--- src/rtl/perm_table.sv ---
// Reprogrammable W-bit permutation table with forward/inverse lookup.
// Contents change only through swaps, so fwd and inv stay mutually consistent.
module perm_table #(
    parameter int unsigned W = 4
) (
    input  logic         clk,
    input  logic         rst_n,
    input  logic         rd_en_i,
    input  logic         rd_inv_i,
    input  logic [W-1:0] rd_addr_i,
    output logic         rd_valid_o,
    output logic [W-1:0] rd_data_o,
    input  logic         sw_en_i,
    input  logic [W-1:0] sw_a_i,
    input  logic [W-1:0] sw_b_i,
    output logic         sw_ack_o,
    output logic         ready_o
);

    localparam int unsigned DEPTH = 1 << W;
    localparam int unsigned CW    = W + 1;

    typedef enum logic {
        S_INIT = 1'b0,
        S_RUN  = 1'b1
    } state_e;

    state_e         state_q;
    logic [CW-1:0]  cnt_q;
    logic [W-1:0]   fwd_q [DEPTH];
    logic [W-1:0]   inv_q [DEPTH];

    logic [W-1:0]   sw_x_c;
    logic [W-1:0]   sw_y_c;
    logic [W-1:0]   init_idx_c;
    logic           last_c;

    assign sw_x_c     = fwd_q[sw_a_i];
    assign sw_y_c     = fwd_q[sw_b_i];
    assign init_idx_c = cnt_q[W-1:0];
    assign last_c     = (cnt_q == CW'(DEPTH - 1));

    // Control FSM and registered outputs; extra counter bit prevents wrap before RUN.
    always_ff @(posedge clk or negedge rst_n) begin
        if (!rst_n) begin
            state_q    <= S_INIT;
            cnt_q      <= '0;
            ready_o    <= 1'b0;
            rd_valid_o <= 1'b0;
            rd_data_o  <= '0;
            sw_ack_o   <= 1'b0;
        end else begin
            rd_valid_o <= 1'b0;
            sw_ack_o   <= 1'b0;
            case (state_q)
                S_INIT: begin
                    cnt_q <= cnt_q + CW'(1);
                    if (last_c) begin
                        state_q <= S_RUN;
                        ready_o <= 1'b1;
                    end
                end
                S_RUN: begin
                    if (rd_en_i) begin
                        rd_valid_o <= 1'b1;
                        rd_data_o  <= rd_inv_i ? inv_q[rd_addr_i] : fwd_q[rd_addr_i];
                    end
                    sw_ack_o <= sw_en_i;
                end
            endcase
        end
    end

    // Table storage is deliberately not reset; INIT rewrites identity instead.
    always_ff @(posedge clk) begin
        if (state_q == S_INIT) begin
            fwd_q[init_idx_c] <= init_idx_c;
            inv_q[init_idx_c] <= init_idx_c;
        end else if (sw_en_i) begin
            fwd_q[sw_a_i] <= sw_y_c;
            fwd_q[sw_b_i] <= sw_x_c;
            inv_q[sw_y_c] <= sw_a_i;
            inv_q[sw_x_c] <= sw_b_i;
        end
    end

endmodule

--- config.mk ---
export PLATFORM = sky130hd
export DESIGN_NAME = perm_table
export DESIGN_NICKNAME = d
export VERILOG_FILES = /design/src/rtl/perm_table.sv
export SDC_FILE = /design/constraint.sdc
export NUM_CORES = 1
export LEC_CHECK = 0
export BUFFER_PORTS_ARGS = -buffer_cell sky130_fd_sc_hd__buf_2
export CELL_PAD_IN_SITES_DETAIL_PLACEMENT = 1
export CELL_PAD_IN_SITES_GLOBAL_PLACEMENT = 1
export CORE_AREA = 2 2 159 122
export CTS_CLUSTER_DIAMETER = 80
export DETAILED_ROUTE_END_ITERATION = 12
export DIE_AREA = 0 0 161 124
export PLACE_DENSITY = 0.77
export SYNTH_ARGS = -nofsm -noshare
export SYNTH_HDL_FRONTEND = slang
export SYNTH_SLANG_ARGS = --single-unit
--- constraint.sdc ---
create_clock -name clk -period 2.2 [get_ports clk]
set_input_delay 0 -clock clk [delete_from_list [all_inputs] [get_ports clk]]
set_output_delay 0 -clock clk [all_outputs]
set_load 0.1 [all_outputs]
==> results.txt, run 1 <==
The I/O pin count came out at 24. Of the total power, the share spent switching nets is between 30% and 40%. The source of the worst register-to-register timing path is fwd_q[11][1]. The final layout contains 815 nets.

The final number of setup-violating endpoints came out at 206. The area share of the leading cell type in the synthesized netlist is about 44%. The detailed placement HPWL is 21.46 mm. The wire length of the first global-routing pass came out at 49.03 mm. Averaged over all synthesized cells, the footprint is approximately 13 µm².

Before antenna repair, the detailed router went through 6 iterations. IR analysis of the VDD net gives a maximum drop of 0.0004503 V. In this run the critical register-to-register path is captured at inv_q[12][3]. The die width is 161 µm. The maximum number of pins on one net before global-route repair is 33. The die covers 19960 µm².

The number of synthesized flops with an enable pin is 128. The number of clock sinks came out at 141. In the global route stage, overall resource usage came out at 34.54%. The total CTS buffers came out at 17. The floorplan core area is 18290 µm². The total number of placement rows came out at 43.

The setup slack of the critical path after layout came out at -0.5839 ns. The cell count after synthesis came out at 663. Along the worst path, the maximum fanout reaches 6. By area the synthesized netlist is led by sky130_fd_sc_hd__edfxtp_1, sky130_fd_sc_hd__mux4_2, sky130_fd_sc_hd__mux2_2, sky130_fd_sc_hd__mux2i_1, sky130_fd_sc_hd__dfrtp_1. The data required time of the critical path is ~2.4 ns. The remaining routing DRC violations is 0. The critical path in this run is classified as reg2reg. In the final layout, the share of cells above drive strength 1 is 58.10%. Among all cell types in the netlist, the one instantiated most often is sky130_fd_sc_hd__edfxtp_1. The number of global-route vias before repair was 7463. The number of filler instances in the final layout came out at 1696. The average routed wire per standard cell came out at 35.53 µm.

The area after detailed placement came out at around 10000 µm². The vertical die dimension came out at 124 µm. The worst-case clock skew is approximately 0.021 ns. The path class of the tightest hold or removal check is in2reg.

The final antenna-violating net count came out at 0. Across all layers, the routed design uses roughly 7500 vias. The final RePlAce weighted congestion came out at 0.9945. The run finished, with violations left. The mapped netlist covers roughly 8700 µm². By count the netlist is led by sky130_fd_sc_hd__edfxtp_1, sky130_fd_sc_hd__mux4_2, sky130_fd_sc_hd__mux2_2. The data arrival time of the critical path is 2.97 ns. The power dissipated by switching net loads came out at about 0.0025 W. The synthesis warning total is 0. The final setup TNS is -62.54 ns. The leakage dissipation came out at ~4.5 nW. The clock slew at the register clock pins of the worst setup and hold paths is about 0.070 ns.

TritonCTS built the clock tree. The sequential cell area fraction in the yosys report came out at about half. The worst-skew pair later-pin latency is about 0.45 ns.

The worst setup path is captured at a flip-flop. Setup repair after global routing could not meet its margin everywhere. The worst slew margin relative to its limit came out at about three fifths.

Measured in cells, the most critical reg-to-reg path has a length of 6. The total nets after synthesis is 682. Hold timing on the final database bottoms out at a slack of approximately 0.036 ns. The path with the worst hold slack has its endpoint at rd_data_o[3].

The total chip power came out at 0.008108 W. Along the worst hold path, the cell count comes to 3. The clock network accounts for 39.0% of the total power. The count of buffers added on input and output ports is 23. The area of all placed cells without fillers came out at approximately 12000 µm². After layout, the minimum clock period comes to 2.784 ns. The layout overhead on the synthesized area is 36.13%. The number of endpoints with negative hold slack in the final report came to 0.

Counting along the longest clock path gives a buffer depth of 2. The detailed router finished its first iteration with 1116 violations. Wires add up to 37.55 mm. The actual slew at the worst max-slew pin is 0.6116 ns. The number of antenna violations at the first check in global routing is 1. The internal power component came out at 0.005626 W. The post-detailed-route via-to-cell ratio came out at 7.099. The post-route fraction of the period consumed by the critical path is 126.5%.

The number of max-slew violations in the final report is 0. The reg2reg setup slack is -0.58 ns. Yosys mapped the design onto 48 distinct sky130hd cell types. Once the floorplan was initialized, standard cells occupied 47.38% of the core. The final reports fail on negative setup slack. The synthesized design spends more area on one cell type than any other, namely sky130_fd_sc_hd__edfxtp_1. The sequential cell fraction of total power came out at a little under two fifths. Among all flip-flop cells after synthesis, the most frequent one is sky130_fd_sc_hd__edfxtp_1.

The kind of start point of the critical path is a flip-flop. Synthesis inferred ~140 register bits. The async set-or-reset flop fraction in the synthesized netlist is 9.220%. The tree is rooted in a sky130_fd_sc_hd__clkbuf_16. The H-tree was split into 4 levels. The remaining global-route overflow came out at 0. The max capacitance violation total came out at 0. The highest achievable clock rate is 359.2 MHz. The power density normalized to cell area is 687.2 nW/µm².

In this run the most critical hold path is launched from rd_inv_i. Of the total power, combinational logic draws 22.6%.
-- layout make-up --
type / instances / area (µm²) / area share, %
Clock buffer: 17 / 425.4 / 3.606
Antenna cell: 1 / 2.502 / 0.02121
Sequential cell: 141 / 4170 / 35.34
Inverter: 7 / 26.28 / 0.2227
Multi-Input combinational cell: 457 / 5160 / 43.73
Clock inverter: 15 / 198.9 / 1.686
Tap cell: 247 / 309.0 / 2.619
Timing Repair Buffer: 172 / 1506 / 12.77
-- worst max-delay path by stage --
stage | startpoint | endpoint | slack (ns) | cells after the start
after floorplan | fwd_q[15][1] | inv_q[15][0] | -0.14 | 6
after global placement | fwd_q[10][1] | inv_q[12][2] | -0.35 | 5
after detailed placement | fwd_q[7][1] | inv_q[12][3] | -0.43 | 5
after CTS | fwd_q[8][1] | inv_q[1][3] | -0.37 | 6
after global routing | fwd_q[11][1] | inv_q[12][1] | -0.59 | 6
final | fwd_q[11][1] | inv_q[12][3] | -0.58 | 6
-- metrics by stage --
stage / util (%) / setup WS, ns / std cells
after floorplan: - / -0.1393 / 663
after global placement: 54.48 / -0.3518 / 987
after detailed placement: 54.48 / -0.4274 / 987
after CTS: 61.36 / -0.3691 / 1041
after global routing: 64.49 / -0.5907 / 1056
final: 64.50 / -0.5839 / 1057
-- timing repair --
action / CTS / global route
hold buffers: 3 / 0
setup endpoints to repair: 204 / 256
setup buffers: 20 / 17
hold endpoints to repair: 14 / 0
gates cloned: 0 / 1
resized for setup: 104 / 109
pin swaps: 9 / 21
-- placed cells by master, fill, tap and decap left out, types with 5 or more instances in the layout --
cell                        count
sky130_fd_sc_hd__nand2_2        6
sky130_fd_sc_hd__buf_6         24
sky130_fd_sc_hd__a21oi_2        8
sky130_fd_sc_hd__nor2_4         9
sky130_fd_sc_hd__nand2_1       17
sky130_fd_sc_hd__nor2b_1        5
sky130_fd_sc_hd__o21ai_2        9
sky130_fd_sc_hd__nor3_1         5
sky130_fd_sc_hd__clkbuf_16     18
sky130_fd_sc_hd__mux2_4        33
sky130_fd_sc_hd__nand3_1       12
sky130_fd_sc_hd__mux2i_1       29
sky130_fd_sc_hd__nand2_4        6
sky130_fd_sc_hd__a21oi_1       50
sky130_fd_sc_hd__and2_1         5
sky130_fd_sc_hd__dfrtp_1       12
sky130_fd_sc_hd__inv_1          6
sky130_fd_sc_hd__buf_4        108
sky130_fd_sc_hd__mux4_2        71
sky130_fd_sc_hd__o21ai_1        7
sky130_fd_sc_hd__buf_2         23
sky130_fd_sc_hd__nor2_2        27
sky130_fd_sc_hd__mux2_2        35
sky130_fd_sc_hd__buf_12        12
sky130_fd_sc_hd__o21ai_4       16
sky130_fd_sc_hd__nor2_1        27
sky130_fd_sc_hd__edfxtp_1     128
sky130_fd_sc_hd__nand2_8        7
-- layer usage --
metal / wire length, µm / up-vias / global-route usage [%]
li1: - / 2870 / -
met1: 13570 / 3796 / 43.31
met2: 17150 / 654 / 55.26
met3: 4800 / 184 / 12.92
met4: 2036 / 0 / 13.11
met5: 0 / - / 0
-- power by group through the flow --
stage | clock (W) | combinational, W | sequential, W
6_report | 0.00316 | 0.00183 | 0.00311
3_3_place_gp | 0 | 0.00132 | 0.00315
2_1_floorplan | 0 | 0.000775 | 0.00324
4_1_cts | 0.00313 | 0.00155 | 0.00311
3_5_place_dp | 0 | 0.00137 | 0.00316
5_1_grt | 0.00324 | 0.00187 | 0.00312
-- registers in the layout (all words and copies together) (netlist names) --
name / count
sw_ack_o: 1
ready_o: 1
rd_valid_o: 1
state_q: 1
fwd_q: 64
rd_data_o: 4
inv_q: 64
cnt_q: 5
-- cells by family after synthesis --
| logic type | Yosys count | share of synthesized area [%] |
|---|---|---|
| flip-flops | 141 | 48.10 |
| XOR/XNOR | 3 | 0.3032 |
| AO/OA/AOI/OAI | 121 | 7.926 |
| multiplexers | 174 | 31.50 |
| buffers and inverters | 65 | 3.234 |
| adder cells (fa/ha/maj) | 2 | 0.2887 |
| AND/OR/NAND/NOR | 157 | 8.647 |
-- critical path, cell delays in order, from the launching register on --
cell and delay, ns:
sky130_fd_sc_hd__edfxtp_1 0.48, sky130_fd_sc_hd__mux4_2 0.53, sky130_fd_sc_hd__mux4_2 0.64, sky130_fd_sc_hd__buf_6 0.19
sky130_fd_sc_hd__nor3_4 0.23, sky130_fd_sc_hd__buf_6 0.16, sky130_fd_sc_hd__mux2_4 0.30
No activity file was read; power rests on OpenSTA's default activity.
==> run 2, diff against run 1 <==
- TNS_END_PERCENT: not set -> 20
==> run 2 against run 1 <==
  * The flow still finishes with violations (negative setup slack)
  * Power is 0.44% higher
  * Combinational power rose by 2%
  * Register-to-register slack barely moved
  * First-iteration DRC count is 25% higher
  * Clock power about the same
  * Final cell count rose by 2.4%
  * Utilization about the same
  * Fmax is 0.28% lower
  * Final area hardly changed
  * Critical endpoint is now inv_q[12][1]
  * Largest cell class unchanged
  * Highest routed layer unchanged
==> results.txt, run 2 (synthesized netlist as in run 1, its figures left out) <==
Status: finished with violations (unchanged). Failing checks: negative setup slack (unchanged). The post-detailed-route via-to-cell ratio is 7.254 (was 7.099). The number of max-slew violations in the final report is 0 (unchanged).

The global routing usage on met3 is 11.59% (was 12.92%). The final standard cell utilization of the core is 64.54% (was 64.50%). The number of buffers between clock root and the deepest sink was 2 (unchanged). Crit path cell chain: mux4_2 -> mux4_2 -> buf_6 -> nor3_4 -> buf_12 -> mux2_4 (was mux4_2 -> mux4_2 -> buf_6 -> nor3_4 -> buf_6 -> mux2_4). The final RePlAce weighted congestion came to 0.9820 (was 0.9945). The post-placement cell count came out at 1011 (was 987). The fraction of layout instances using a drive strength above 1 is 56.18% (was 58.10%). The time the worst path needs with I/O delays and setup is 2.792 ns (was 2.784 ns). The total CTS buffers was 17 (unchanged). The detailed placement HPWL came out at 22.27 mm (was 21.46 mm).

The worst-path maximum fanout came out at 5 (was 6). The kind of start point of the critical path was a flip-flop (unchanged). The worst slew margin relative to its limit is 58.66% (was 59.09%). The remaining global-route overflow is 0 (unchanged). The routing usage on met1 came to 45.11% (was 43.31%). The number of clock sinks came out at 141 (unchanged). The worst-case clock skew came out at 0.01446 ns (was 0.02129 ns). The worst-skew pair later-pin latency was 0.45 ns (about the same). The global-route usage over all layers came out at 35.85% (was 34.54%). The final number of setup-violating endpoints came out at 225 (was 206). The post-route fraction of the period consumed by the critical path is 126.9% (was 126.5%).

The commonest non-fill, non-tap cell in the layout is sky130_fd_sc_hd__buf_4 (was sky130_fd_sc_hd__edfxtp_1). Leading cell types in the layout, fill and taps excluded: sky130_fd_sc_hd__buf_4, sky130_fd_sc_hd__edfxtp_1, sky130_fd_sc_hd__mux4_2 (was sky130_fd_sc_hd__edfxtp_1, sky130_fd_sc_hd__buf_4, sky130_fd_sc_hd__mux4_2). The net total in the final layout is 839 (was 815). The H-tree level count came out at 4 (unchanged). The number of filler instances in the final layout is 1714 (was 1696).

The final antenna-violating net count came to 0 (unchanged). The power density normalized to cell area is 689.7 nW/µm² (was 687.2 nW/µm²). The setup slack of the critical path after layout is -0.5917 ns (was -0.5839 ns). The layout overhead on the synthesized area is 36.22% (was 36.13%). The cell at the root of the clock tree is sky130_fd_sc_hd__clkbuf_16 (unchanged). The die width is 161 µm (unchanged). The I/O pin count is 24 (unchanged). The initial cell density of the core is 47.38% (unchanged).

The number of vias in the routed layout is 7849 (was 7504). The number of global-route vias before repair came out at 7743 (was 7463). The highest achievable clock rate was 358.2 MHz (was 359.2 MHz). The pre-CTS worst setup slack came out at -0.4318 ns (was -0.4274 ns). The endpoint type of the worst setup path is a flip-flop (unchanged). The number of antenna violations at the first check in global routing came out at 2 (was 1). Setup repair after global routing missed its margin: true (unchanged). The count of TritonRoute iterations in the first routing pass was 6 (unchanged). The CTS tree is built (unchanged). The most heavily used metal layer in global routing is met2 (unchanged).

The count of buffers from port buffering came out at 23 (unchanged). The critical setup path kind was reg2reg (unchanged). The leakage dissipation is 4.620 nW (was 4.497 nW). The global-route met2 utilization is 58.15% (was 55.26%). Biggest registers after layout: fwd_q: 64 flops, inv_q: 64 flops, cnt_q: 5 flops (unchanged). The final hold slack is 0.01738 ns (was 0.03590 ns). The vertical die dimension came to 124 µm (unchanged). The starting DRC count in detailed routing is 1390 (was 1116). The maximum resistive drop on vdd came out at 0.0005825 V (was 0.0004503 V). The max capacitance violation total is 0 (unchanged). The area occupied by multi-input gates is 4964 µm² (was 5160 µm²). The total number of placement rows was 43 (unchanged). The most prevalent standard cell on the critical path is sky130_fd_sc_hd__mux4_2. The floorplan core area came out at 18290 µm² (unchanged).

The maximum number of pins on one net before global-route repair is 33 (unchanged). The worst min-delay path category is in2reg (unchanged). The number of endpoints with negative hold slack in the final report came out at 0 (unchanged). The data required time of the critical path came out at 2.39 ns (was 2.38 ns).

The remaining routing DRC violations is 0 (unchanged). The flip-flop and latch area is 4170 µm² (unchanged). The total wire length is 40.37 mm (was 37.55 mm). The wire length of the first global-routing pass is 50.84 mm (was 49.03 mm).

The data arrival time of the critical path is 2.99 ns (was 2.97 ns). The delay of the slowest critical-path stage is 0.61 ns (was 0.64 ns). The actual slew at the worst max-slew pin is 0.6202 ns (was 0.6116 ns). The clock slew at the register clock pins of the worst setup and hold paths came out at 0.07 ns (about the same). The die footprint came out at 19960 µm² (unchanged). The post-route non-filler standard cell count came out at 1082 (was 1057). The average routed wire per standard cell came to 37.31 µm (was 35.53 µm). The cell at the slowest stage of the critical path is sky130_fd_sc_hd__mux4_2 (unchanged).
-- run 2: cell types whose count changed in the layout (fill, tap and decap cells not counted), moves of 5 or more --
cell / delta
sky130_fd_sc_hd__nor2_4: -6
sky130_fd_sc_hd__nor2_1: +8
sky130_fd_sc_hd__buf_12: +6
sky130_fd_sc_hd__buf_4: +23
sky130_fd_sc_hd__o21ai_0: +5
-- run 2: per-layer routing --
layer,up-vias,share of wire (%)
met4,0,6.4
met3,240,13
met5,-,0
met2,776,45
li1,2911,-
met1,3922,35
-- run 2: report_power, final --
group | total [W] | switching, W | internal (W)
sequential | 0.00311 | 0.0000540 | 0.00306
clock | 0.00316 | 0.00136 | 0.00180
combinational | 0.00187 | 0.00110 | 0.000765
-- run 2: area by class of cell --
class,count,share of cell area [%]
Sequential cell,141,35.32
Inverter,7,0.2226
Clock buffer,17,3.603
Timing Repair Buffer,196,14.61
Antenna cell,2,0.04239
Clock inverter,15,1.537
Tap cell,247,2.618
Multi-Input combinational cell,457,42.04
-- run 2: through the flow --
step | cell area, µm² | power (W) | setup TNS [ns]
final | 11810 | 0.008143 | -75.14
after global routing | 11800 | 0.008258 | -73.50
after CTS | 11330 | 0.007781 | -35.38
after detailed placement | 10020 | 0.004522 | -47.18
after global placement | 10020 | 0.004452 | -29.00
after floorplan | 8732 | 0.003987 | -7.445
-- run 2: path summary, 6_finish.rpt --
check / endpoint / from / depth (start not counted) / slack (ns)
max in group asynchronous: state_q / rst_n / 3 / 1.14
worst min-delay path: rd_data_o[0] / rd_inv_i / 3 / 0.02
min in group asynchronous: rd_data_o[2] / rst_n / 3 / 0.63
worst max-delay path: inv_q[12][1] / fwd_q[13][1] / 6 / -0.59
worst min register to register: ready_o / ready_o / 1 / 0.46
worst max register to register: inv_q[12][1] / fwd_q[13][1] / 6 / -0.59
-- run 2: critical path: cells and delay by family, from the launching register on --
| kind | cells | cell delay (ns) |
|---|---|---|
| muxes | 3 | 1.47 |
| DFF | 1 | 0.49 |
| buffers and inverters | 2 | 0.34 |
| and+or+nand+nor | 1 | 0.24 |
-- run 2: timing repair --
action | in CTS | in global routing
pin swaps | 9 | 12
hold buffers | 3 | 0
gates resized for setup | 123 | 69
hold endpoints to repair | 14 | 0
buffers inserted | 19 | 17
endpoints found under the setup margin | 211 | 256
==> run 3, diff against run 2 <==
- MAX_ROUTING_LAYER: not set -> met4
==> run 3 against run 2 <==
  * The flow still finishes with violations (negative setup slack)
  * Largest power group is now registers
  * First-iteration DRC count is 27% lower
  * Register-to-register slack better by 0.13 ns
  * Critical path type unchanged
  * Sequential power hardly changed
  * Final cell count is 2.7% lower
==> results.txt, run 3 (synthesized netlist as in run 1, its figures left out) <==
Status: finished with violations (unchanged). Failing checks: negative setup slack (unchanged). The clock slew at the register clock pins of the worst setup and hold paths was 0.07 ns (about the same). The count of buffers from port buffering is 23 (unchanged). The I/O pin count came out at 24 (unchanged). The total chip power is 0.007884 W (was 0.008143 W).

The worst slew margin relative to its limit came to 60.38% (was 58.66%). The highest achievable clock rate came out at 375.0 MHz (was 358.2 MHz). The H-tree level count is 4 (unchanged). The most prevalent standard cell on the critical path is sky130_fd_sc_hd__mux4_2 (unchanged). The final antenna-violating net count is 0 (unchanged). The floorplan core area is 18290 µm² (unchanged). Crit path cell chain: mux4_2 -> mux4_2 -> nor2b_4 -> and2b_2 -> mux2_4 (was mux4_2 -> mux4_2 -> buf_6 -> nor3_4 -> buf_12 -> mux2_4). The most heavily used metal layer in global routing is met2 (unchanged). The post-route fraction of the period consumed by the critical path came out at 121.2% (was 126.9%). The critical setup path kind is reg2reg (unchanged). The post-detailed-route via-to-cell ratio is 7.028 (was 7.254). The CTS tree was built (unchanged). The total CTS buffers came out at 17 (unchanged). The worst min-delay path category is in2reg (unchanged). The delay of the slowest critical-path stage came out at 0.61 ns (about the same).

The kind of start point of the critical path is a flip-flop (unchanged). The number of global-route vias before repair is 7421 (was 7743). The die width came to 161 µm (unchanged). The number of endpoints with negative hold slack in the final report is 0 (unchanged). The remaining routing DRC violations is 0 (unchanged). The worst-path maximum fanout is 5 (unchanged). The vertical die dimension came to 124 µm (unchanged). Biggest registers after layout: fwd_q: 64 flops, inv_q: 64 flops, cnt_q: 5 flops (unchanged). The final number of setup-violating endpoints came out at 224 (was 225). The number of antenna violations at the first check in global routing came out at 1 (was 2). The average routed wire per standard cell is 34.27 µm (was 37.31 µm). Setup repair after global routing missed its margin: true (unchanged). The area occupied by multi-input gates came out at 4843 µm² (was 4964 µm²). The number of filler instances in the final layout was 1731 (was 1714).

The routing usage on met1 is 43.92% (was 45.11%). The final RePlAce weighted congestion is 0.9701 (was 0.9820). The starting DRC count in detailed routing is 1015 (was 1390). The detailed placement HPWL is 22.51 mm (was 22.27 mm). The wire length of the first global-routing pass came to 48.03 mm (was 50.84 mm). The remaining global-route overflow is 0 (unchanged). The data required time of the critical path came to 2.39 ns (about the same).

The maximum resistive drop on vdd is 0.0004367 V (was 0.0005825 V). The layout overhead on the synthesized area came out at 30.65% (was 36.22%). The number of clock sinks is 141 (unchanged).

The flip-flop and latch area is 4170 µm² (unchanged). Leading cell types in the layout, fill and taps excluded: sky130_fd_sc_hd__edfxtp_1, sky130_fd_sc_hd__buf_4, sky130_fd_sc_hd__mux4_2 (was sky130_fd_sc_hd__buf_4, sky130_fd_sc_hd__edfxtp_1, sky130_fd_sc_hd__mux4_2). The cell at the root of the clock tree is sky130_fd_sc_hd__clkbuf_16 (unchanged). The count of TritonRoute iterations in the first routing pass is 7 (was 6). The maximum number of pins on one net before global-route repair came out at 33 (unchanged). The fraction of layout instances using a drive strength above 1 came to 54.04% (was 56.18%). The total wire length was 36.08 mm (was 40.37 mm).

The commonest non-fill, non-tap cell in the layout is sky130_fd_sc_hd__edfxtp_1 (was sky130_fd_sc_hd__buf_4). The worst-case clock skew was 0.01609 ns (was 0.01446 ns). The global-route usage over all layers came out at 34.64% (was 35.85%).

The initial cell density of the core is 47.38% (unchanged). The power density normalized to cell area came out at 696.3 nW/µm² (was 689.7 nW/µm²). The final hold slack is 0.06539 ns (was 0.01738 ns).

The die footprint is 19960 µm² (unchanged). The number of vias in the routed layout is 7400 (was 7849). The net total in the final layout was 811 (was 839).

The actual slew at the worst max-slew pin came out at 0.5924 ns (was 0.6202 ns). The time the worst path needs with I/O delays and setup is 2.666 ns (was 2.792 ns). The worst-skew pair later-pin latency was 0.46 ns (was 0.45 ns).

The max capacitance violation total is 0 (unchanged). The global-route met2 utilization came to 53.59% (was 58.15%). The global routing usage on met3 is 8.958% (was 11.59%). The setup slack of the critical path after layout came to -0.4665 ns (was -0.5917 ns). The total number of placement rows came out at 43 (unchanged). The number of buffers between clock root and the deepest sink was 2 (unchanged). The data arrival time of the critical path came out at 2.86 ns (was 2.99 ns). The leakage dissipation is 4.395 nW (was 4.620 nW). The endpoint type of the worst setup path is a flip-flop (unchanged).

The cell at the slowest stage of the critical path is sky130_fd_sc_hd__mux4_2 (unchanged). The number of max-slew violations in the final report is 0 (unchanged).
run 3: cell count changes in the layout (fill, tap and decap cells not counted), moves of 5 or more:
cell | before | now
sky130_fd_sc_hd__buf_12 | 18 | 7
sky130_fd_sc_hd__buf_4 | 131 | 118
sky130_fd_sc_hd__buf_6 | 21 | 16
sky130_fd_sc_hd__mux2_2 | 31 | 40
sky130_fd_sc_hd__mux2_4 | 37 | 28
run 3: worst max-delay path: cells and delay by family, from the launching register on:
family | cells | cell delay (ns)
muxes | 3 | 1.44
and+or+nand+nor | 2 | 0.49
DFF | 1 | 0.47
run 3: layer usage:
| metal | part of all wire [%] | vias up |
|---|---|---|
| met1 | 37 | 3729 |
| met4 | 6.1 | 0 |
| met3 | 12 | 187 |
| met5 | 0 | - |
| met2 | 45 | 627 |
| li1 | - | 2857 |
run 3: layout make-up:
type	instances	area share, %
Clock inverter	15	1.569
Tap cell	247	2.729
Antenna cell	1	0.02210
Timing Repair Buffer	168	12.07
Sequential cell	141	36.83
Clock buffer	17	3.757
Inverter	7	0.2541
Multi-Input combinational cell	457	42.77
run 3: report_power, final:
part	switching, W	internal [W]	total [W]
logic	0.00100	0.000675	0.00168
registers	0.0000538	0.00306	0.00311
clock network	0.00138	0.00171	0.00309
run 3: timing repair:
action / 4_1_cts / 5_1_grt
buffers inserted: 8 / 13
resized for setup: 91 / 70
pin swaps: 9 / 9
endpoints found under the setup margin: 225 / 247
hold buffers: 3 / 0
hold endpoints to repair: 14 / 0
run 3: worst paths after layout:
kind	start	to	slack (ns)	cells after the start
setup reg to reg	fwd_q[8][1]	inv_q[14][3]	-0.47	5
min in group asynchronous	rst_n	rd_data_o[0]	0.62	3
setup / recovery	fwd_q[8][1]	inv_q[14][3]	-0.47	5
max in group asynchronous	rst_n	state_q	1.16	3
hold reg to reg	ready_o	ready_o	0.48	1
hold / removal	rd_inv_i	rd_data_o[0]	0.07	3
run 3: per-stage QoR:
stage	TNS [ns]	worst slack, ns	instances	utilization, %	area (µm²)
global placement	-27.21	-0.2848	997	54.14	9903
CTS	-33.41	-0.3526	1040	59.61	10900
finish	-54.77	-0.4665	1053	61.90	11320
detailed placement	-44.63	-0.4222	997	54.14	9903
global route	-59.66	-0.4903	1053	61.90	11320
floorplan	-7.445	-0.1405	663	-	8732
